### src/rtl/f_adder_seq.sv
// Sequential nibble-serial adder: one shared 4-bit ripple slice adds
// A+B+cin one nibble per cycle (LSB first). The result is held in DONE
// until the consumer takes it.
module f_adder_seq #(
  parameter int NIB = 4
) (
  input  logic              clk,
  input  logic              rst_n,
  input  logic              clr,
  input  logic              in_valid,
  output logic              in_ready,
  input  logic [4*NIB-1:0]  ain,
  input  logic [4*NIB-1:0]  bin,
  input  logic              cin,
  output logic              out_valid,
  input  logic              out_ready,
  output logic [4*NIB-1:0]  sout,
  output logic              cout,
  output logic              busy
);

  localparam int W  = 4 * NIB;
  localparam int IW = 3;
  localparam logic [IW-1:0] LAST = IW'(NIB - 1);

  typedef enum logic [1:0] {
    IDLE = 2'd0,
    CALC = 2'd1,
    DONE = 2'd2
  } state_t;

  state_t          state, state_nx;
  logic [IW-1:0]   idx;
  logic            carry;
  logic [W-1:0]    a_q, b_q;
  logic [W-1:0]    sout_q;
  logic            cout_q;

  logic            accept, step, last;
  logic [3:0]      an, bn, nsum;
  logic            c1, c2, c3, c4;

  function automatic logic [1:0] fa(input logic a, input logic b, input logic c);
    return {(a & b) | (c & (a ^ b)), a ^ b ^ c};
  endfunction

  // Select the operand nibbles addressed by idx (constant selects per nibble).
  always_comb begin
    an = '0;
    bn = '0;
    for (int unsigned n = 0; n < NIB; n++) begin
      if (idx == IW'(n)) begin
        an = a_q[4*n +: 4];
        bn = b_q[4*n +: 4];
      end
    end
  end

  // Shared 4-bit ripple slice built from four full adders.
  assign {c1, nsum[0]} = fa(an[0], bn[0], carry);
  assign {c2, nsum[1]} = fa(an[1], bn[1], c1);
  assign {c3, nsum[2]} = fa(an[2], bn[2], c2);
  assign {c4, nsum[3]} = fa(an[3], bn[3], c3);

  // State register.
  always_ff @(posedge clk or negedge rst_n) begin
    if (!rst_n) state <= IDLE;
    else        state <= state_nx;
  end

  // Next-state logic; clr overrides accept and handoff.
  always_comb begin
    state_nx = state;
    accept   = 1'b0;
    step     = 1'b0;
    last     = (idx == LAST);
    if (clr) begin
      state_nx = IDLE;
    end else begin
      case (state)
        IDLE: if (in_valid) begin
          accept   = 1'b1;
          state_nx = CALC;
        end
        CALC: begin
          step = 1'b1;
          if (last) state_nx = DONE;
        end
        DONE: if (out_ready) state_nx = IDLE;
        default: state_nx = IDLE;
      endcase
    end
  end

  // Operand capture, nibble write-back, carry chaining and index stepping.
  always_ff @(posedge clk or negedge rst_n) begin
    if (!rst_n) begin
      a_q    <= '0;
      b_q    <= '0;
      idx    <= '0;
      carry  <= 1'b0;
      sout_q <= '0;
      cout_q <= 1'b0;
    end else if (clr) begin
      idx    <= '0;
      carry  <= 1'b0;
      sout_q <= '0;
      cout_q <= 1'b0;
    end else if (accept) begin
      a_q   <= ain;
      b_q   <= bin;
      carry <= cin;
      idx   <= '0;
    end else if (step) begin
      for (int unsigned n = 0; n < NIB; n++) begin
        if (idx == IW'(n)) sout_q[4*n +: 4] <= nsum;
      end
      carry <= c4;
      if (last) begin
        cout_q <= c4;
        idx    <= '0;
      end else begin
        idx <= idx + IW'(1);
      end
    end
  end

  assign in_ready  = (state == IDLE);
  assign out_valid = (state == DONE);
  assign busy      = (state != IDLE);
  assign sout      = sout_q;
  assign cout      = cout_q;

endmodule

### config.mk
export PLATFORM = sky130hd
export DESIGN_NAME = f_adder_seq
export DESIGN_NICKNAME = d
export VERILOG_FILES = /design/src/rtl/f_adder_seq.sv
export SDC_FILE = /design/constraint.sdc
export NUM_CORES = 1
export LEC_CHECK = 0
export ABC_CLOCK_PERIOD_IN_PS = 3200
export CAP_MARGIN = 20
export CORE_UTILIZATION = 45
export CTS_BUF_LIST = sky130_fd_sc_hd__clkbuf_8
export CTS_CLUSTER_SIZE = 40
export DETAILED_ROUTE_END_ITERATION = 8
export GPL_TIMING_DRIVEN = 0
export HOLD_SLACK_MARGIN = 0.15
export PLACE_DENSITY = 0.78
export SLEW_MARGIN = 30
export SYNTH_ARGS = -nofsm -noshare
export SYNTH_HDL_FRONTEND = slang
export SYNTH_SLANG_ARGS = --single-unit
### constraint.sdc
create_clock -name clk -period 3.2 [get_ports clk]
set_input_delay 0.48 -clock clk [delete_from_list [all_inputs] [get_ports clk]]
set_output_delay 0.48 -clock clk [all_outputs]
set_load 0.1 [all_outputs]
[Word-level counts from Yosys, hierarchy flattened]
Cells that the tools add are included.
Word-level totals
  logic and storage cells: 92
  register bits after elaboration: 55
  output and inout port bits: 20
Operators by class
  reduce and logical (&&, ||, !) cells: 15
  add/subtract/negate cells: 1
  bitwise logic cells: 21
  equality and inequality tests: 9
  muxes and demuxes: 36
Operators by type and width (number)
  $mux W16: 3
  $mux W4: 12
  $reduce_and A3 Y1: 5
  $mux W1: 12
  $mux W3: 4
  $reduce_bool A2 Y1: 6
  $and A1 B1 Y1: 8
  $mux W2: 4
  $xor A1 B1 Y1: 8
  $eq A3 B2 Y1 const B: 2
  $ne A3 B3 Y1 const B: 2
  $pmux W2 S3: 1
  $or A1 B1 Y1: 4
  $add A3 B1 Y3 const B: 1
  $eq A3 B1 Y1 const B: 1
  $logic_not A3 Y1: 1
  $ne A3 B2 Y1 const B: 1
  $reduce_bool A3 Y1: 1
  $eq A2 B1 Y1 const B: 1
  $eq A2 B2 Y1 const B: 1
  $logic_not A2 Y1: 1
  $ne A2 B2 Y1 const B: 1
  $reduce_and A2 Y1: 1
  $not A1 Y1: 1

[Depth between registers and ports, before layout]
  depth in word-level cells: 18
  depth in mapped cells: 15
  depth with buffers taken out: 14

[Worst setup path after synthesis]
OpenSTA, ideal clock, no wires.
  path type: flip-flop to flip-flop
  from: reg idx[0]
  to: reg sout_q[15], in the netlist sout[15]
  library setup time: 0.126 ns
  path slack: -0.072 ns
  stages on the path, launching flop included: 14
  arrival: 3.147 ns
  path buffers: 1
  data required time: 3.074 ns
  cells stage by stage: dfrtp_1 ha_1 clkbuf_1 nor2_1 o21ai_0 o21a_1 fa_1 fa_1 inv_1 fa_1 inv_1 fa_1 nor2_1 mux2_2
On the way
  cells in the longest elaborated chain, start to end: 17
  elaborated cells between the ends (all ways): 32
  those cells by class: eq/ne: 3; mux: 12; bitwise: 14; reduce/logical: 3
Ends and longest elaborated chain
  start: declaration: line 33  | logic [IW-1:0] idx;
  start signal: assignment: line 123  | idx <= idx + IW'(1);
  $logic_not A3 Y1: line 52  | if (idx == IW'(n)) begin
  $mux W4 (4 in a row): line 52
  $xor A1 B1 Y1: line 44  | return {(a & b) | (c & (a ^ b)), a ^ b ^ c};
  $and A1 B1 Y1: line 44
  $or A1 B1 Y1: line 44
  $and A1 B1 Y1: line 44
  $or A1 B1 Y1: line 44
  $and A1 B1 Y1: line 44
  $or A1 B1 Y1: line 44
  $xor A1 B1 Y1: line 44
  $mux W4: line 116  | if (idx == IW'(n)) sout_q[4*n +: 4] <= nsum;
  $mux W16: line 114  | end else if (step) begin
  $mux W16: line 109  | end else if (accept) begin
  $mux W16: line 104  | end else if (clr) begin
  end signal: indexed assignment: line 116
  end: declaration: line 36  | logic [W-1:0] sout_q;
Several ways; a longest one is shown, not always the timed one. The select of a mux whose other input is x is not followed.
A chain may end at the register's enable or synchronous reset.

[Worst setup path after layout]
Ends and elaborated chain as after synthesis.

==> flow_results.org <==
** Synth
- The netlist uses 30 different library cells.
- Synthesis produced 223 cells.
- Netlist area before placement :: 2663 um2
- Synthesis inferred between 50 and 60 register bits.
- Averaged over all synthesized cells, the footprint is 11.94 um2.
- Syn nets :: 269
- After synthesis, flip-flops and latches occupy 51.69% of the total area.
- The Yosys step of the flow raised 0 warnings.

** Place
- The placed instances occupy a cell area of 3333 um2.
- Routability-driven placement finished with a final weighted congestion of 0.8006.
- The wire-length estimate of the detail-placed layout is between 4000 and 5000 um.
- Quantity of I/O buffers inserted on ports :: 56
- OpenSTA, run right after detailed placement, puts the worst setup slack at -0.4974 ns.
- In this run, placement finished with an instance count of 352.

** Worst setup path
- Data arrives at the worst endpoint at 3.43 ns.
- Crit path capture type :: flip-flop
- Crit Path Category :: flip-flop to flip-flop
- At the worst endpoint, the required time is 3.40 ns.
- Of all nets on the critical path, the largest fanout is 5.
- Launch point of the critical path :: idx[0]
- Kind of launch point of the worst setup path :: flip-flop
- In this run the critical register-to-register path is launched from idx[0].

** STA
- After layout, the worst setup slack is -0.03139 ns.
- For the pin with the worst max-slew slack, the measured transition is 0.9693 ns.
- Static timing analysis puts the maximum clock frequency at 309.5 MHz.
- Final-report hold violation count :: 0
- Number of setup violations in the final report :: 1
- Unrepaired setup endpoints after global routing :: true
- Worst rel slew slack :: 35.18%
- The worst path in the final design needs a cycle of 3.231 ns, including I/O delays and setup.
- Crit share post-route :: 101.0%
- Max-slew violation count :: 0
- Layout Skew :: 0.006860 ns

** Layout
- Number of antenna diodes :: 0
- Design Area, Final :: 3615 um2
- Layout cells sized above 1 :: 27.55%
- Area Growth Syn to Fin :: 35.76%
- Number of nets in the layout :: approximately 340
- At the end of the flow the core is filled with cells to 64.46%.
- Number of standard cells in the final layout excluding fillers :: 366

** Hold path
- In this run the worst hold path is classified as flip-flop to flip-flop.
- Hold_sp :: b_q[9]

** Outcome
- The flow ran to the end, but the final reports show violations.
- Violated checks :: setup timing

** Clocking
- TritonCTS clock tree :: built
- Clock tree buffer depth :: 2
- Root Buffer :: sky130_fd_sc_hd__clkbuf_8
- Clock tree synthesis found a total of 55 sinks.
- Clock latency reported for the late side of the worst-skew pair :: just over 0.3 ns
- TritonCTS created 5 clock buffers.
- Clock-pin slew was measured on the worst setup and hold paths at 0.10 ns.
- Clock H-tree levels :: 2

** Drt
- Routed Wire Length :: ~5800 um
- In this run, the number of DRC markers left after iteration 0 of detailed routing was 120.
- The first TritonRoute pass finished after 4 iterations.
- In the final routed layout, each cell accounts on average for between 15 and 20 um.
- The count of nets left with antenna violations once routing finished came out at 0.
- Residual DRC count :: 0
- Routed via count divided by cell count :: 5.306
- Summing over every cut layer, the via total after detailed routing is ~1,900.

** Floorplan
- Initial standard-cell utilization of the core :: 47.48%
- The die covers a little over 6000 um2.
- Measured along the x axis, the die boundary spans just under 80 um.
- For this design the top-level I/O count stands at between 50 and 60.
- After floorplanning, the core was divided into 27 placement rows.
- Vertical die dimension :: 78.92 um
- In this run the standard cell core region covers 5608 um2.

** GRT
- Global routing used 20.23% of the available tracks.
- Leftover overflow at the end of global routing :: 0
- Global-route wire length before repair :: 9480 um
- Initial antenna violation count :: 0
- Entering global routing, the biggest net connects 38 pins.
- Via count of the first global-routing pass :: 1,943

** Pwr
- Static power due to leakage :: around 1.5 nW
- IR drop worst, VDD :: 0.3561 mV
- Pwr/cell area :: 581.7 nW/um2

** Flow run
- Max-cap violations :: 0
-- critical path, cell delays in order, from the launching register on --
cell and delay (ns):
sky130_fd_sc_hd__dfrtp_2 0.49, sky130_fd_sc_hd__inv_4 0.11, sky130_fd_sc_hd__ha_4 0.13, sky130_fd_sc_hd__nor2b_4 0.20, sky130_fd_sc_hd__a221oi_2 0.10, sky130_fd_sc_hd__o21a_1 0.23, sky130_fd_sc_hd__fa_2 0.37, sky130_fd_sc_hd__fa_2 0.34
sky130_fd_sc_hd__inv_2 0.06, sky130_fd_sc_hd__fa_1 0.15, sky130_fd_sc_hd__inv_1 0.05, sky130_fd_sc_hd__fa_1 0.55, sky130_fd_sc_hd__nor2_4 0.06, sky130_fd_sc_hd__mux2_2 0.28
-- report_power, final --
group | leakage [nW] | switching [W] | internal [W]
Sequential | 0.685 | 0.0000693 | 0.000815
Clock | 0.0526 | 0.000227 | 0.000175
Combinational | 0.731 | 0.000512 | 0.000305
Total | 1.47 | 0.000808 | 0.00129
-- cell type report --
cell class              count  area (um2)
well taps                  72       90.09
inverters                   8       37.54
multi-input cells         146        1276
clock buffers               6       82.58
clock inverters             2       12.51
plain buffers              13       103.9
repair buffers             64       633.1
fillers                   467        1993
flip-flops and latches     55        1379
-- routing by layer --
layer	track usage [%]	vias up	wire length, um
met3	4.023	4	243
met2	34.09	66	2932
met5	0	-	0
met4	5.091	0	31
li1	-	915	-
met1	26.78	957	2636
-- Yosys cell counts (all sizes together) --
master / n / area (um2)
and2b: 1 / 7.510
inv: 8 / 30.03
dfrtp: 55 / 1376
o21bai: 1 / 7.510
nor2b: 4 / 25.02
a221oi: 6 / 52.55
o21ai: 19 / 95.09
nor3b: 2 / 26.28
clkbuf: 10 / 37.54
nor4bb: 3 / 30.03
buf: 4 / 38.78
or3b: 2 / 17.52
nand2b: 11 / 68.82
o21a: 4 / 30.03
a22oi: 2 / 15.01
nor2: 11 / 41.29
a21oi: 5 / 28.78
a211oi: 2 / 15.01
nand2: 13 / 48.80
or2: 1 / 8.760
mux2i: 4 / 40.04
and3b: 2 / 17.52
a31oi: 2 / 12.51
fa: 4 / 80.08
nand3b: 6 / 45.04
ha: 4 / 50.05
mux2: 37 / 416.7
-- flip-flops by register name, summed over array words and instances, names as in the netlist --
name	cells
a_q	16
b_q	16
sout	16
idx	3
state	2
carry	1
cout	1
-- cell usage in the layout, fill, tap and decap left out, drive strengths merged, types with 9 or more instances in the layout --
master / n
mux2: 37
nand2b: 11
clkbuf: 15
dfrtp: 55
nand2: 13
buf: 12
clkdlybuf4s50: 55
nor2: 11
inv: 9
o21ai: 19
-- metrics by stage --
| stage | hold slack, ns | total power (W) | setup TNS (ns) |
|---|---|---|---|
| global placement | 0.4818 | 0.001649 | -2.282 |
| floorplan | 0.1844 | 0.001436 | 0 |
| finish | 0.5150 | 0.002103 | -0.03139 |
| CTS | 0.5104 | 0.002098 | -0.03897 |
| detailed placement | 0.3713 | 0.001672 | -3.136 |
| global route | 0.5246 | 0.002206 | -0.3798 |
-- worst paths after layout --
kind                            end  slack, ns  cells after the start
setup / recovery           sout[15]      -0.03                     13
hold / removal               b_q[9]       0.52                      1
setup reg to reg           sout[15]      -0.03                     13
hold reg to reg              b_q[9]       0.52                      1
max in group asynchronous    a_q[9]       2.14                      3
min in group asynchronous  state[1]       0.59                      2
-- cell families after synthesis --
kind of cell / after synthesis / synth area share, %
DFF: 55 / 51.69
and+or+nand+nor: 56 / 12.64
AOI/OAI and AO/OA: 41 / 9.633
adders and majority gates: 8 / 4.887
muxes: 41 / 17.15
buffers and inverters: 22 / 3.994
-- timing repair --
| action | 4_1_cts | 5_1_grt |
|---|---|---|
| resized for setup | 32 | 3 |
| endpoints found under the hold margin | 18 | 0 |
| setup endpoints to repair | 10 | 5 |
| pin swaps | 6 | 5 |
| buffers inserted | 6 | 0 |
| hold buffers | 1 | 0 |
No activity file was read; power rests on OpenSTA's default activity.
